**config.mk**
```make
export PLATFORM = sky130hd
export DESIGN_NAME = nes_button_events
export DESIGN_NICKNAME = d
export VERILOG_FILES = /design/src/rtl/nes_pkg.sv /design/src/rtl/nes_button_chan.sv /design/src/rtl/nes_button_events.sv
export SDC_FILE = /design/constraint.sdc
export NUM_CORES = 1
export LEC_CHECK = 0
export BUFFER_PORTS_ARGS = -buffer_cell sky130_fd_sc_hd__buf_2
export CAP_MARGIN = 20
export CORE_MARGIN = 2
export CORE_UTILIZATION = 50
export DETAILED_ROUTE_END_ITERATION = 12
export GPL_TIMING_DRIVEN = 0
export MAX_ROUTING_LAYER = met4
export PLACE_DENSITY_LB_ADDON = 0.15
export SLEW_MARGIN = 20
export SYNTH_ARGS = -nofsm -noshare
export SYNTH_HDL_FRONTEND = slang
export SYNTH_HIERARCHICAL = 1
export SYNTH_SLANG_ARGS = --single-unit
```
**constraint.sdc**
```tcl
create_clock -name clk -period 3.2 [get_ports clk]
set_clock_uncertainty 0.2 [all_clocks]
set_input_delay 0 -clock clk [delete_from_list [all_inputs] [get_ports clk]]
set_output_delay 0 -clock clk [all_outputs]
set_load 0.05 [all_outputs]
```
**src/rtl/nes_pkg.sv**
```systemverilog
// nes_pkg: shared button bit indices and per-channel FSM state encoding
package nes_pkg;
    localparam int BTN_A      = 7;
    localparam int BTN_B      = 6;
    localparam int BTN_SELECT = 5;
    localparam int BTN_START  = 4;
    localparam int BTN_UP     = 3;
    localparam int BTN_DOWN   = 2;
    localparam int BTN_LEFT   = 1;
    localparam int BTN_RIGHT  = 0;
    typedef enum logic [1:0] {
        ST_RELEASED    = 2'd0,
        ST_HELD_DELAY  = 2'd1,
        ST_HELD_REPEAT = 2'd2
    } chan_state_t;
endpackage

```
**src/rtl/nes_button_chan.sv**
```systemverilog
// nes_button_chan: one button channel, debounce plus press/release/auto-repeat pulses
module nes_button_chan
    import nes_pkg::*;
#(
    parameter int STABLE_FRAMES = 3,
    parameter int REPEAT_DELAY  = 30,
    parameter int REPEAT_RATE   = 6,
    parameter bit REPEAT_EN     = 1'b1
) (
    input  logic clk,
    input  logic reset,
    input  logic i_raw_n,
    input  logic i_valid,
    output logic o_held,
    output logic o_held_nxt,
    output logic o_pressed,
    output logic o_released,
    output logic o_repeat
);
    localparam logic [7:0] L_DC_MAX = 8'(STABLE_FRAMES - 1);
    localparam logic [7:0] L_DELAY  = 8'(REPEAT_DELAY);
    localparam logic [7:0] L_RATE   = 8'(REPEAT_RATE);

    chan_state_t r_state, w_state;
    logic [7:0]  r_dcnt, w_dcnt, r_rcnt, w_rcnt, w_rinc, w_limit;
    logic        r_held, w_held, r_pressed, w_pressed, r_released, w_released, r_repeat, w_repeat;
    logic        w_diff, w_accept;

    // next-state: debounce the raw level, then step the press/repeat FSM on accepted edges
    always_comb begin
        w_state    = r_state;
        w_dcnt     = r_dcnt;
        w_rcnt     = r_rcnt;
        w_held     = r_held;
        w_pressed  = 1'b0;
        w_released = 1'b0;
        w_repeat   = 1'b0;
        w_diff     = ~i_raw_n ^ r_held;
        w_accept   = w_diff && (r_dcnt == L_DC_MAX);
        w_rinc     = r_rcnt + 8'd1;
        w_limit    = (r_state == ST_HELD_REPEAT) ? L_RATE : L_DELAY;
        if (i_valid) begin
            w_dcnt = (!w_diff || w_accept) ? 8'd0 : r_dcnt + 8'd1;
            w_held = r_held ^ w_accept;
            case (r_state)
                ST_RELEASED: begin
                    if (w_accept) begin
                        w_state   = ST_HELD_DELAY;
                        w_rcnt    = 8'd0;
                        w_pressed = 1'b1;
                    end
                end
                default: begin
                    if (w_accept) begin
                        w_state    = ST_RELEASED;
                        w_rcnt     = 8'd0;
                        w_released = 1'b1;
                    end else if (REPEAT_EN && w_rinc == w_limit) begin
                        w_state  = ST_HELD_REPEAT;
                        w_rcnt   = 8'd0;
                        w_repeat = 1'b1;
                    end else if (r_rcnt != w_limit) begin
                        w_rcnt = w_rinc;
                    end
                end
            endcase
        end
    end

    // state and registered outputs; reset discards any partial debounce or repeat count
    always_ff @(posedge clk or negedge reset) begin
        if (!reset) begin
            r_state    <= ST_RELEASED;
            r_dcnt     <= 8'd0;
            r_rcnt     <= 8'd0;
            r_held     <= 1'b0;
            r_pressed  <= 1'b0;
            r_released <= 1'b0;
            r_repeat   <= 1'b0;
        end else begin
            r_state    <= w_state;
            r_dcnt     <= w_dcnt;
            r_rcnt     <= w_rcnt;
            r_held     <= w_held;
            r_pressed  <= w_pressed;
            r_released <= w_released;
            r_repeat   <= w_repeat;
        end
    end

    assign o_held     = r_held;
    assign o_held_nxt = w_held;
    assign o_pressed  = r_pressed;
    assign o_released = r_released;
    assign o_repeat   = r_repeat;
endmodule

```
**src/rtl/nes_button_events.sv**
```systemverilog
// nes_button_events: eight independent button channels plus a registered any-held flag
module nes_button_events
    import nes_pkg::*;
#(
    parameter int STABLE_FRAMES = 3,
    parameter int REPEAT_DELAY  = 30,
    parameter int REPEAT_RATE   = 6,
    parameter bit REPEAT_EN     = 1'b1
) (
    input  logic       clk,
    input  logic       reset,
    input  logic [7:0] rec_data,
    input  logic       frame_valid,
    output logic [7:0] held,
    output logic [7:0] pressed,
    output logic [7:0] released,
    output logic [7:0] auto_repeat,
    output logic       any_held
);
    logic [7:0] w_held_nxt;
    logic       r_any_held;

    for (genvar i = 0; i < 8; i++) begin : g_chan
        nes_button_chan #(
            .STABLE_FRAMES (STABLE_FRAMES),
            .REPEAT_DELAY  (REPEAT_DELAY),
            .REPEAT_RATE   (REPEAT_RATE),
            .REPEAT_EN     (REPEAT_EN)
        ) u_chan (
            .clk        (clk),
            .reset      (reset),
            .i_raw_n    (rec_data[i]),
            .i_valid    (frame_valid),
            .o_held     (held[i]),
            .o_held_nxt (w_held_nxt[i]),
            .o_pressed  (pressed[i]),
            .o_released (released[i]),
            .o_repeat   (auto_repeat[i])
        );
    end

    // any_held is registered from the next held vector so it moves in the same cycle as held
    always_ff @(posedge clk or negedge reset) begin
        if (!reset)           r_any_held <= 1'b0;
        else if (frame_valid) r_any_held <= |w_held_nxt;
    end

    assign any_held = r_any_held;
endmodule
```
==> flow_summary.toml <==
[clocking]
clock_tree_from_tritoncts = "yes"
cts_made_buffers = 17
clock_tree.htree_level_count = 4
path_clk_slew_ns = 0.07
cts_resized = 0
cts.repair_timing.setup_buffer_count = 0
insertion_delay_ns = 0.43
clock_sink_count = 177
clockBufferDepth = 2
clockRootBuffer = "clkbuf_16"
postCtsHoldBufs = 12

[critical_path]
worst-r2r-setup-slack_ns = 0.49
required_ns = 3.31
critPathKind = "flop to flop"
worst_r2r_endpoint = "g_chan[4].u_chan/r_rcnt[6]$_DFFE_PN0P_"
r2r_start = "g_chan[4].u_chan/r_rcnt[0]$_DFFE_PN0P_"
cp_data_arrival_time_ns = 2.82
critical_path.startpoint_type = "flop"
r2r.worst_path.cells = 8
path_max_fanout = 8
crit_path_end_kind = "flop"

[placement]
finalWeightedCongestion = 0.860
dp_hpwl_um = 15400
placed_cell_area_um2 = 11500
port_buffers = 43
placed_cells = 1496

[synthesis]
synth-edff-count = 0
synth.yosys.warnings = 6
ys_ff_latch = 177
ys_top_cells_by_area = "dfrtp_1 41%, ha_1 4.6%, nand3_1 3.7%, o21ai_0 3.7%, nand2_1 3.7%"
syn_inst_count = 1176
post_synth_arst_share_pct = 100
netlist.area_leader.share_pct = 40.8
sequential_fraction_of_the_synthesis_area_pct = 40.8
syn-num-nets = 1227
ys_types = 59
netlist_area_um2 = 10800
synth_top_flop_cell = "dfrtp_1"
syn-mean-instance-area_um2 = 9.22
yosys.area.top_type = "dfrtp_1"

[timing]
final_number_of_setup_violating_endpoints = 0
final_hold_viol_count = 0
period_share_pct = 84.6
number_of_slew_limit_violations_in_the_final_report = 0
post-route-min-period_ns = 2.71
final.hold.worst_slack_ns = 0.196
max_slew.worst_pin.slew_ns = 0.747
max-slew-margin-rel_pct = 50.2
timing.fmax_mhz = 369
grt_setup_unrepaired = "no"

[finish]
num-fill-cells = 1892
utilization_pct = 57.8
num_antenna_cells = 0
layout.nets = 1303
post_layout_nonfiller_instances = 1539
syn_to_final_growth_pct = 12.7
post_route_cells_drive_above_1_share_pct = 14.4
finish.instance_area_um2 = 12200

[floorplan]
placeableCoreArea_um2 = 21200
io_pins = 44
die_width_um = 151
die_height_um = 151
core.rowCount = 53
floorplan.initialDensity_pct = 51.3
floorplan.die_area_um2 = 22900

[global_routing]
grt_overflow_total = 0
grt_max_degree = 71
vias_in_the_first_global_route = 8103
grt_pass1_wl_um = 38500
grt_antenna_before_repair = 0
grt_use_total_pct = 21.1

[detailed_routing]
wire_per_inst_um = 14.4
firstDrtPassIters = 5
dr_total_vias = 8728
wirelength_routed_um = 22200
1st_iter_drt_viols = 517
detail_route.drc_violations = 0
drt.antenna.violating_nets = 0
post_drt_via_cell_ratio = 5.67

[power_and_ir_drop]
leak_pwr_nw = 5.64
pnr_total_power_w = 0.00946
pwr_cell_area_nw_per_um2 = 774
power.ir.vdd_worst_v = 0.000428

[min_path]
min_path_cells = 3
worst_hold_path.endpoint = "g_chan[7].u_chan/o_held$_DFF_PN0_"
worstHoldPathType = "input pin to flop"
hold_start = "rec_data[7]"

[run]
max-cap-violations = 0

[run_status]
outcome = "complete, no violations"
==> routing by layer <==
metal  share of wire [%]  GRT usage [%]  wire length, um
met5                   0              -                0
met4                 1.4           6.03              304
met3                 2.4           2.89              531
met2                  47           33.3            10500
met1                  49           28.7            10800
==> flip-flops by register name (all words and copies together) (netlist names) <==
signal                    count
g_chan.u_chan/r_dcnt         64
g_chan.u_chan/r_rcnt         64
g_chan.u_chan/r_state        16
g_chan.u_chan/o_held          8
g_chan.u_chan/o_pressed       8
g_chan.u_chan/o_released      8
g_chan.u_chan/o_repeat        8
any_held                      1
==> through the flow <==
step	TNS [ns]	setup slack (ns)
after floorplan	0	0.798
after global placement	-169.90	-0.977
after detailed placement	0	0.491
after CTS	0	0.486
after global routing	0	0.307
final	0	0.493
==> worst max-delay path by stage <==
stage	from	to	slack, ns	cells past startpoint
6_report	g_chan[4].u_chan/r_rcnt[0]$_DFFE_PN0P_	g_chan[4].u_chan/r_rcnt[6]$_DFFE_PN0P_	0.49	8
2_1_floorplan	g_chan[0].u_chan/r_rcnt[0]$_DFFE_PN0P_	g_chan[0].u_chan/r_rcnt[6]$_DFFE_PN0P_	0.80	8
3_5_place_dp	g_chan[4].u_chan/r_rcnt[0]$_DFFE_PN0P_	g_chan[4].u_chan/r_rcnt[6]$_DFFE_PN0P_	0.49	8
3_3_place_gp	reset	g_chan[5].u_chan/r_rcnt[0]$_DFFE_PN0P_	-0.98	1
4_1_cts	g_chan[4].u_chan/r_rcnt[0]$_DFFE_PN0P_	g_chan[4].u_chan/r_rcnt[6]$_DFFE_PN0P_	0.49	8
5_1_grt	g_chan[4].u_chan/r_rcnt[1]$_DFFE_PN0P_	g_chan[4].u_chan/r_rcnt[6]$_DFFE_PN0P_	0.31	8
==> worst max-delay path, cell delays in order (launching register included) <==
cell,delay (ns)
dfrtp_1,0.50
ha_1,0.32
a21boi_0,0.14
or4_1,0.48
a31oi_1,0.23
and4_1,0.23
buf_6,0.13
a21oi_2,0.07
a211o_1,0.30
==> where the power goes <==
| group | leakage [nW] | internal [W] | switching [W] |
|---|---|---|---|
| Combinational | 3.01 | 0.00155 | 0.00251 |
| Sequential | 2.33 | 0.00269 | 0.000493 |
| Clock | 0.308 | 0.00133 | 0.000884 |
==> final cells by class <==
cell class / instances / area (um^2) / area share, %
repair buffers: 57 / 410 / 3.36
flip-flops and latches: 177 / 4430 / 36.2
multi-input cells: 905 / 5910 / 48.4
clock inverters: 12 / 179 / 1.46
inverters: 47 / 176 / 1.44
clock buffers: 19 / 443 / 3.62
plain buffers: 47 / 328 / 2.68
well taps: 275 / 344 / 2.82
==> cells by family (layout without fill, tap and decap cells) <==
| group | count (synthesis) | in the layout | synth area share (%) |
|---|---|---|---|
| flops | 177 | 177 | 40.8 |
| mux | 23 | 23 | 2.20 |
| simple gates | 543 | 543 | 27.5 |
| xor+xnor | 56 | 56 | 4.52 |
| fa+ha+maj | 40 | 40 | 4.61 |
| compound gates | 243 | 243 | 15.7 |
| buf+inv | 94 | 182 | 4.65 |
==> synthesized netlist by cell type (8+ instances only) <==
library cell / count
buf_2: 10
nor4_1: 15
nand3_1: 81
a21boi_0: 8
inv_1: 47
and3b_1: 8
nor2b_1: 16
xnor2_1: 32
mux2i_1: 16
o21ai_2: 8
clkbuf_1: 15
nand2b_1: 20
xor2_1: 24
ha_1: 40
o21ai_1: 15
nand3b_1: 8
nand2_1: 106
a21o_1: 21
o21ai_0: 80
nor3b_1: 8
a21oi_1: 10
or4_1: 9
a31oi_1: 8
and3_1: 30
nor3_1: 46
nor2_1: 97
dfrtp_1: 177
o31ai_1: 11
and2_1: 23
or3_1: 8
nand4_1: 24
a221oi_1: 8
nand2b_4: 8
and4_1: 9
buf_6: 15
and4_2: 14
a22oi_1: 21
o211ai_1: 9
==> layout by cell type, fill, tap and decap left out, types with 9 or more instances in the layout <==
cell type / synthesis / routed
nor2b_1: 16 / 16
nor2_1: 97 / 97
clkbuf_16: 0 / 17
nand4_1: 24 / 24
buf_2: 10 / 52
and4_1: 9 / 9
nand2b_1: 20 / 20
o21ai_1: 15 / 15
buf_6: 15 / 15
o21ai_0: 80 / 80
mux2i_1: 16 / 16
ha_1: 40 / 40
nor4_1: 15 / 15
nand2_1: 106 / 106
or4_1: 9 / 9
o211ai_1: 9 / 9
xnor2_1: 32 / 32
and3_1: 30 / 30
o31ai_1: 11 / 11
nand3_1: 81 / 81
inv_1: 47 / 47
nor3_1: 46 / 46
and2_1: 23 / 23
dfrtp_1: 177 / 177
and4_2: 14 / 14
xor2_1: 24 / 24
a21o_1: 21 / 21
clkbuf_1: 15 / 16
a21oi_1: 10 / 10
dlygate4sd3_1: 0 / 11
a22oi_1: 21 / 21
Note: power is estimated with default switching activity, not from simulation.
